===== src/rtl/snespad_emu.sv =====
// rtl/snespad_emu.sv - SNES pad serial responder driven by a local button source
//
// Purpose: lets the FPGA answer a SNES console/host as a pad. The host pulses
// dlatch, then clocks 16 bits out on dclk; each rising dclk edge advances to the
// next bit. The pins are asynchronous to clk, so each one is synchronised,
// glitch-filtered and edge-detected before the responder FSM sees it.
//
// Ports:
//   clk      in   1   system clock
//   rstn     in   1   asynchronous active-low reset
//   dlatch   in   1   latch pin from host, active high
//   dclk     in   1   serial clock pin from host, idles high
//   data     out  1   serial data to host, active low (0 = pressed)
//   buttons  in  12   1 = pressed; [0]B [1]Y [2]Sel [3]Start [4]Up [5]Down
//                     [6]Left [7]Right [8]A [9]X [10]L [11]R
//   poll     out  1   one-cycle pulse when an accepted latch falls
//   busy     out  1   high while latching or shifting
module snespad_emu #(
   parameter int SYSMHZ     = 100,
   parameter int FILT       = 4,
   parameter int TIMEOUT_US = 1000
) (
   input  logic        clk,
   input  logic        rstn,
   input  logic        dlatch,
   input  logic        dclk,
   output logic        data,
   input  logic [11:0] buttons,
   output logic        poll,
   output logic        busy
);

   localparam int TMO = SYSMHZ * TIMEOUT_US;
   localparam int TW  = $clog2(TMO + 1);
   localparam int CW  = (FILT > 1) ? $clog2(FILT) : 1;
   // Pin index 0 = latch, 1 = dclk; idle levels are latch low, dclk high.
   localparam logic [1:0] PIN_IDLE = 2'b10;

   typedef enum logic [1:0] {IDLE, LATCH, SHIFT, DONE} state_t;

   logic [1:0]          s1_q, s1_d, s2_q, s2_d;
   logic [1:0]          filt_q, filt_d, prev_q, prev_d;
   logic [1:0][CW-1:0]  cnt_q, cnt_d;

   state_t              state_q, state_d;
   logic [15:0]         sreg_q, sreg_d;
   logic [4:0]          nbit_q, nbit_d;
   logic [TW-1:0]       tmo_q, tmo_d;
   logic                data_q, data_d;
   logic                poll_q, poll_d;
   logic                busy_q, busy_d;

   logic                latch_f, latch_rise, latch_fall, dclk_rise;

   // Synchroniser and filter: a new level is accepted only after FILT
   // consecutive synchronised samples disagree with the current filtered level.
   always_comb begin
      s1_d   = {dclk, dlatch};
      s2_d   = s1_q;
      prev_d = filt_q;
      filt_d = filt_q;
      cnt_d  = cnt_q;
      for (int i = 0; i < 2; i++) begin
         if (s2_q[i] == filt_q[i]) begin
            cnt_d[i] = '0;
         end else if (cnt_q[i] == CW'(FILT - 1)) begin
            filt_d[i] = s2_q[i];
            cnt_d[i]  = '0;
         end else begin
            cnt_d[i] = cnt_q[i] + CW'(1);
         end
      end
   end

   always_ff @(posedge clk or negedge rstn) begin
      if (!rstn) begin
         s1_q   <= PIN_IDLE;
         s2_q   <= PIN_IDLE;
         filt_q <= PIN_IDLE;
         prev_q <= PIN_IDLE;
         cnt_q  <= '0;
      end else begin
         s1_q   <= s1_d;
         s2_q   <= s2_d;
         filt_q <= filt_d;
         prev_q <= prev_d;
         cnt_q  <= cnt_d;
      end
   end

   assign latch_f    = filt_q[0];
   assign latch_rise = filt_q[0] & ~prev_q[0];
   assign latch_fall = ~filt_q[0] & prev_q[0];
   assign dclk_rise  = filt_q[1] & ~prev_q[1];

   // State register
   always_ff @(posedge clk or negedge rstn) begin
      if (!rstn) begin
         state_q <= IDLE;
         sreg_q  <= 16'hFFFF;
         nbit_q  <= '0;
         tmo_q   <= '0;
         data_q  <= 1'b1;
         poll_q  <= 1'b0;
         busy_q  <= 1'b0;
      end else begin
         state_q <= state_d;
         sreg_q  <= sreg_d;
         nbit_q  <= nbit_d;
         tmo_q   <= tmo_d;
         data_q  <= data_d;
         poll_q  <= poll_d;
         busy_q  <= busy_d;
      end
   end

   // Next state: a latch rise restarts the transfer from any state.
   always_comb begin
      state_d = state_q;
      if (latch_rise) begin
         state_d = LATCH;
      end else begin
         case (state_q)
            LATCH: if (latch_fall) state_d = SHIFT;
            SHIFT: begin
               if (dclk_rise) begin
                  if (nbit_q == 5'd15) state_d = DONE;
               end else if (tmo_q == '0) begin
                  state_d = IDLE;
               end
            end
            default: ;
         endcase
      end
   end

   // Datapath and registered outputs
   always_comb begin
      sreg_d = sreg_q;
      nbit_d = nbit_q;
      tmo_d  = tmo_q;
      poll_d = 1'b0;
      // While the latch is held, keep tracking the buttons so the last
      // value before the fall is the one sent; dclk is ignored meanwhile.
      if (latch_rise || (state_q == LATCH && latch_f)) begin
         sreg_d = {4'hF, ~buttons};
         nbit_d = '0;
      end else begin
         case (state_q)
            LATCH: begin
               if (latch_fall) begin
                  poll_d = 1'b1;
                  nbit_d = '0;
                  tmo_d  = TW'(TMO);
               end
            end
            SHIFT: begin
               if (dclk_rise) begin
                  sreg_d = {1'b0, sreg_q[15:1]};
                  nbit_d = nbit_q + 5'd1;
                  tmo_d  = TW'(TMO);
               end else if (tmo_q != '0) begin
                  tmo_d = tmo_q - TW'(1);
               end
            end
            default: ;
         endcase
      end
      data_d = (state_d == IDLE) ? 1'b1 : sreg_d[0];
      busy_d = (state_d == LATCH) || (state_d == SHIFT);
   end

   assign data = data_q;
   assign poll = poll_q;
   assign busy = busy_q;

endmodule


===== config.mk =====
export PLATFORM = sky130hd
export DESIGN_NAME = snespad_emu
export DESIGN_NICKNAME = d
export VERILOG_FILES = /design/src/rtl/snespad_emu.sv
export SDC_FILE = /design/constraint.sdc
export NUM_CORES = 1
export LEC_CHECK = 0
export ABC_AREA = 1
export CORE_ASPECT_RATIO = 0.6
export CORE_MARGIN = 8
export CORE_UTILIZATION = 30
export DETAILED_ROUTE_END_ITERATION = 8
export SLEW_MARGIN = 40
export SYNTH_ARGS = -nofsm -noshare
export SYNTH_HDL_FRONTEND = slang
export SYNTH_SLANG_ARGS = --single-unit

===== constraint.sdc =====
create_clock -name clk -period 2.3 [get_ports clk]
set_clock_uncertainty 0.2 [all_clocks]
set_input_delay 0.575 -clock clk [delete_from_list [all_inputs] [get_ports clk]]
set_output_delay 0.575 -clock clk [all_outputs]
set_load 0.05 [all_outputs]

==> metrics.md <==
| Metric | Value |
|---|---|
| Initial Util | `0.307` |
| DR vias | `2187` |
| Detail Route Antenna Nets | `0` |
| Crit path max-delay cell type | `clkdlybuf4s50_1` |
| Core Box Area | `9120 sq um` |
| Chip width | `141 microns` |
| CTS buffer count | `5` |
| TritonCTS clock tree | `done` |
| Antenna violations before repair | `0` |
| # clock sinks | `55` |
| Post-CTS Setup Bufs | `0` |
| H-tree levels | `2` |
| Initial DRC Count | `122` |
| First-pass GRT wire length | `10.2 mm` |
| # IOs | `19` |
| Sequential Power Share | `0.364` |
| Antenna cell count | `0` |
| Clk buf depth | `2` |
| Via count of the first global-routing pass | `2128` |
| I/O Buffers | `18` |
| Clk pin slew, worst setup/hold paths | `70 ps` |
| DRT Pass-1 Iters | `5` |
| Vias per cell | `4.58` |
| Post-Route WL | `5.74 mm` |
| CP top delay family | `buffers and inverters` |
| GRT overflow | `0` |
| Delay of the slowest critical-path stage | `800 ps` |
| Finished Layout Cells | `477` |
| Synthesized Nets | `357` |
| Leakage power | `1.50 nW` |
| Layout area overhead | `17.8%` |
| Run status | `finished clean` |
| Root Driver | `clkbuf_16` |
| Warnings from Yosys | `0` |
| RSZ-0062 raised after global routing | `false` |
| Die Y | `90.8 microns` |
| Tot GR Track Use | `0.0967` |
| Cells after DPL | `469` |
| Capturing element type of the critical path | `output port` |
| Dpl cell area | `3150 sq um` |
| Internal power | `0.00254 W` |
| Buf+Inv Stages, Crit Path | `1` |
| Drt drc | `0` |
| Layout cells sized above 1 | `0.152` |
| Rel. slew slack | `0.663` |
| Switching share of power | `0.436` |
| CP max FO | `1` |
| Clock latency on the worst-skew pair | `290 ps` |
| Data required, critical path | `1520 ps` |
| Power, Total | `0.00451 W` |
| Setup CP Type | `register to output port` |
| VDD IR max | `0.000345 V` |
| Utilization after layout | `0.361` |
| Filler instances | `920` |
| P_sw | `0.00197 W` |
| Pwr Density | `1370 nW/um^2` |
| Cell area after layout | `3290 sq um` |
| Final Hold Fails | `0` |
| Final setup TNS | `0 ps` |
| Clock share of power | `0.164` |
| Tightest Pin Transition | `504 ps` |
| Post-synthesis sequential area ratio | `0.502` |
| Hold crit path type | `input pin to async pin` |
| Largest net degree at the start of global routing | `56` |
| Max Clk Rate | `454 MHz` |
| Die area | `12800 sq um` |
| Cell Area, Synth | `2800 sq um` |
| Startpoint Class | `register` |
| Post-CTS Hold Fix Bufs | `0` |
| Worst EP arrival | `1430 ps` |
| Mapped Cells | `332` |
| FF+latch count, synth | `55` |
| Row Count | `27` |
| Max Slew Vio Count | `0` |
| R2r setup slk | `240 ps` |
| Nets | `385` |
| Placer Congestion | `0.814` |
| Final setup vio count | `0` |
| Post-DP HPWL | `4.25 mm` |
| Post_cts resized | `0` |
| WL per Instance | `12.0 microns` |
| Max_cap viols | `0` |
| Final worst path period share | `0.957` |
| Worst path cell trace | `clkdlybuf4s50_1` |
| Synth unique cells | `32` |
| Crit path time final | `2200 ps` |
| Avg Cell Area, Syn | `8.42 sq um` |
| Combinational share of power | `0.472` |
metal layers:
| metal | vias to the layer above | GRT usage | share of wire |
|---|---|---|---|
| met3 | 5 | 0.0243 | 0.037 |
| li1 | 1117 | - | - |
| met5 | - | 0 | 0 |
| met2 | 36 | 0.137 | 0.41 |
| met4 | 0 | 0.0320 | 0.012 |
| met1 | 1029 | 0.139 | 0.54 |
power by group through the flow:
stage | sequential (W) | clock, W | combinational (W)
final | 0.00164 | 0.000741 | 0.00213
after global routing | 0.00169 | 0.000814 | 0.00245
after CTS | 0.00165 | 0.000765 | 0.00214
after detailed placement | 0.00166 | 0 | 0.00213
after global placement | 0.00165 | 0 | 0.00210
after floorplan | 0.00168 | 0 | 0.00158
area by class of cell:
type,instances,area (sq um),area share
clock buffer,6,129,0.0391
clock inverter,2,12.5,0.00380
inverter,37,139,0.0422
multi-input combinational,235,1220,0.371
sequential,55,1400,0.426
tap,116,145,0.0441
timing repair buffer,26,243,0.0737
worst paths after layout:
check                           depth (start not counted)  startpoint        end
worst max-delay path                                    1        poll       poll
worst min-delay path                                    2        rstn   tmo_q[9]
worst max register to register                          9  state_q[0]       data
worst min register to register                          0     s1_q[0]    s2_q[0]
max in group asynchronous                               2        rstn  prev_q[1]
min in group clk                                        0     s1_q[0]    s2_q[0]
Yosys cell counts (all sizes together):
cell / count / area (sq um)
o211ai: 9 / 67.6
a22oi: 4 / 30.0
a21oi: 3 / 15.0
clkbuf: 1 / 3.75
nor2: 36 / 168
dfrtp: 34 / 851
or2: 2 / 12.5
buf: 4 / 28.8
o21ai: 23 / 115
dfstp: 21 / 552
o22ai: 1 / 12.5
nand2: 105 / 407
ha: 9 / 113
nand3: 22 / 128
a211oi: 1 / 7.51
inv: 37 / 139
xnor2: 3 / 26.3
nor3: 3 / 15.0
nand3b: 3 / 22.5
xor2: 6 / 52.6
nand4: 5 / 31.3
per-stage QoR:
stage | setup WS (ps) | hold slack, ps
6_report | 99.5 | 79.5
4_1_cts | 80.4 | 85.0
2_1_floorplan | 370 | 79.4
3_5_place_dp | 190 | 136
3_3_place_gp | 260 | 134
5_1_grt | 45.4 | 109
layout by cell type (no fill, tap or decap):
cell type and count:
nand2_1 102, inv_1 35, dfrtp_1 34, nor2_1 29, dfstp_2 21, nand3_1 20
o21ai_0 15, clkdlybuf4s50_1 15, o211ai_1 9, ha_1 9, buf_4 9, o21ai_1 8
xor2_1 6, nand4_1 5, clkbuf_16 5, nor2_2 4, a22oi_1 4, nor2_4 3
xnor2_1 3, nor3_1 3, a21oi_1 3, nand3b_1 3, nand2_2 2, inv_2 2
a211oi_1 1, or2_2 1, or2_1 1, o22ai_2 1, nand3_4 1, nand2_4 1
nand3_2 1, clkinv_2 1, clkinvlp_4 1, clkbuf_1 1, buf_2 1, buf_12 1
registers in the layout, indices dropped and copies added (netlist names):
signal and flops:
filt_q 2, cnt_q 4, tmo_q 17, poll 1, busy 1, data 1, s1_q 2, state_q 2
nbit_q 5, prev_q 2, sreg_q 16, s2_q 2
cells by family (layout without fill, tap and decap cells):
group                      count (synthesis)  after routing  synth area share
and+or+nand+nor                          176            176             0.280
adders and majority gates                  9              9            0.0403
xor gates and xnor gates                   9              9            0.0282
AOI/OAI and AO/OA                         41             41            0.0886
DFF                                       55             55             0.502
buffers and inverters                     42             71            0.0613
No activity file was read; power rests on OpenSTA's default activity.
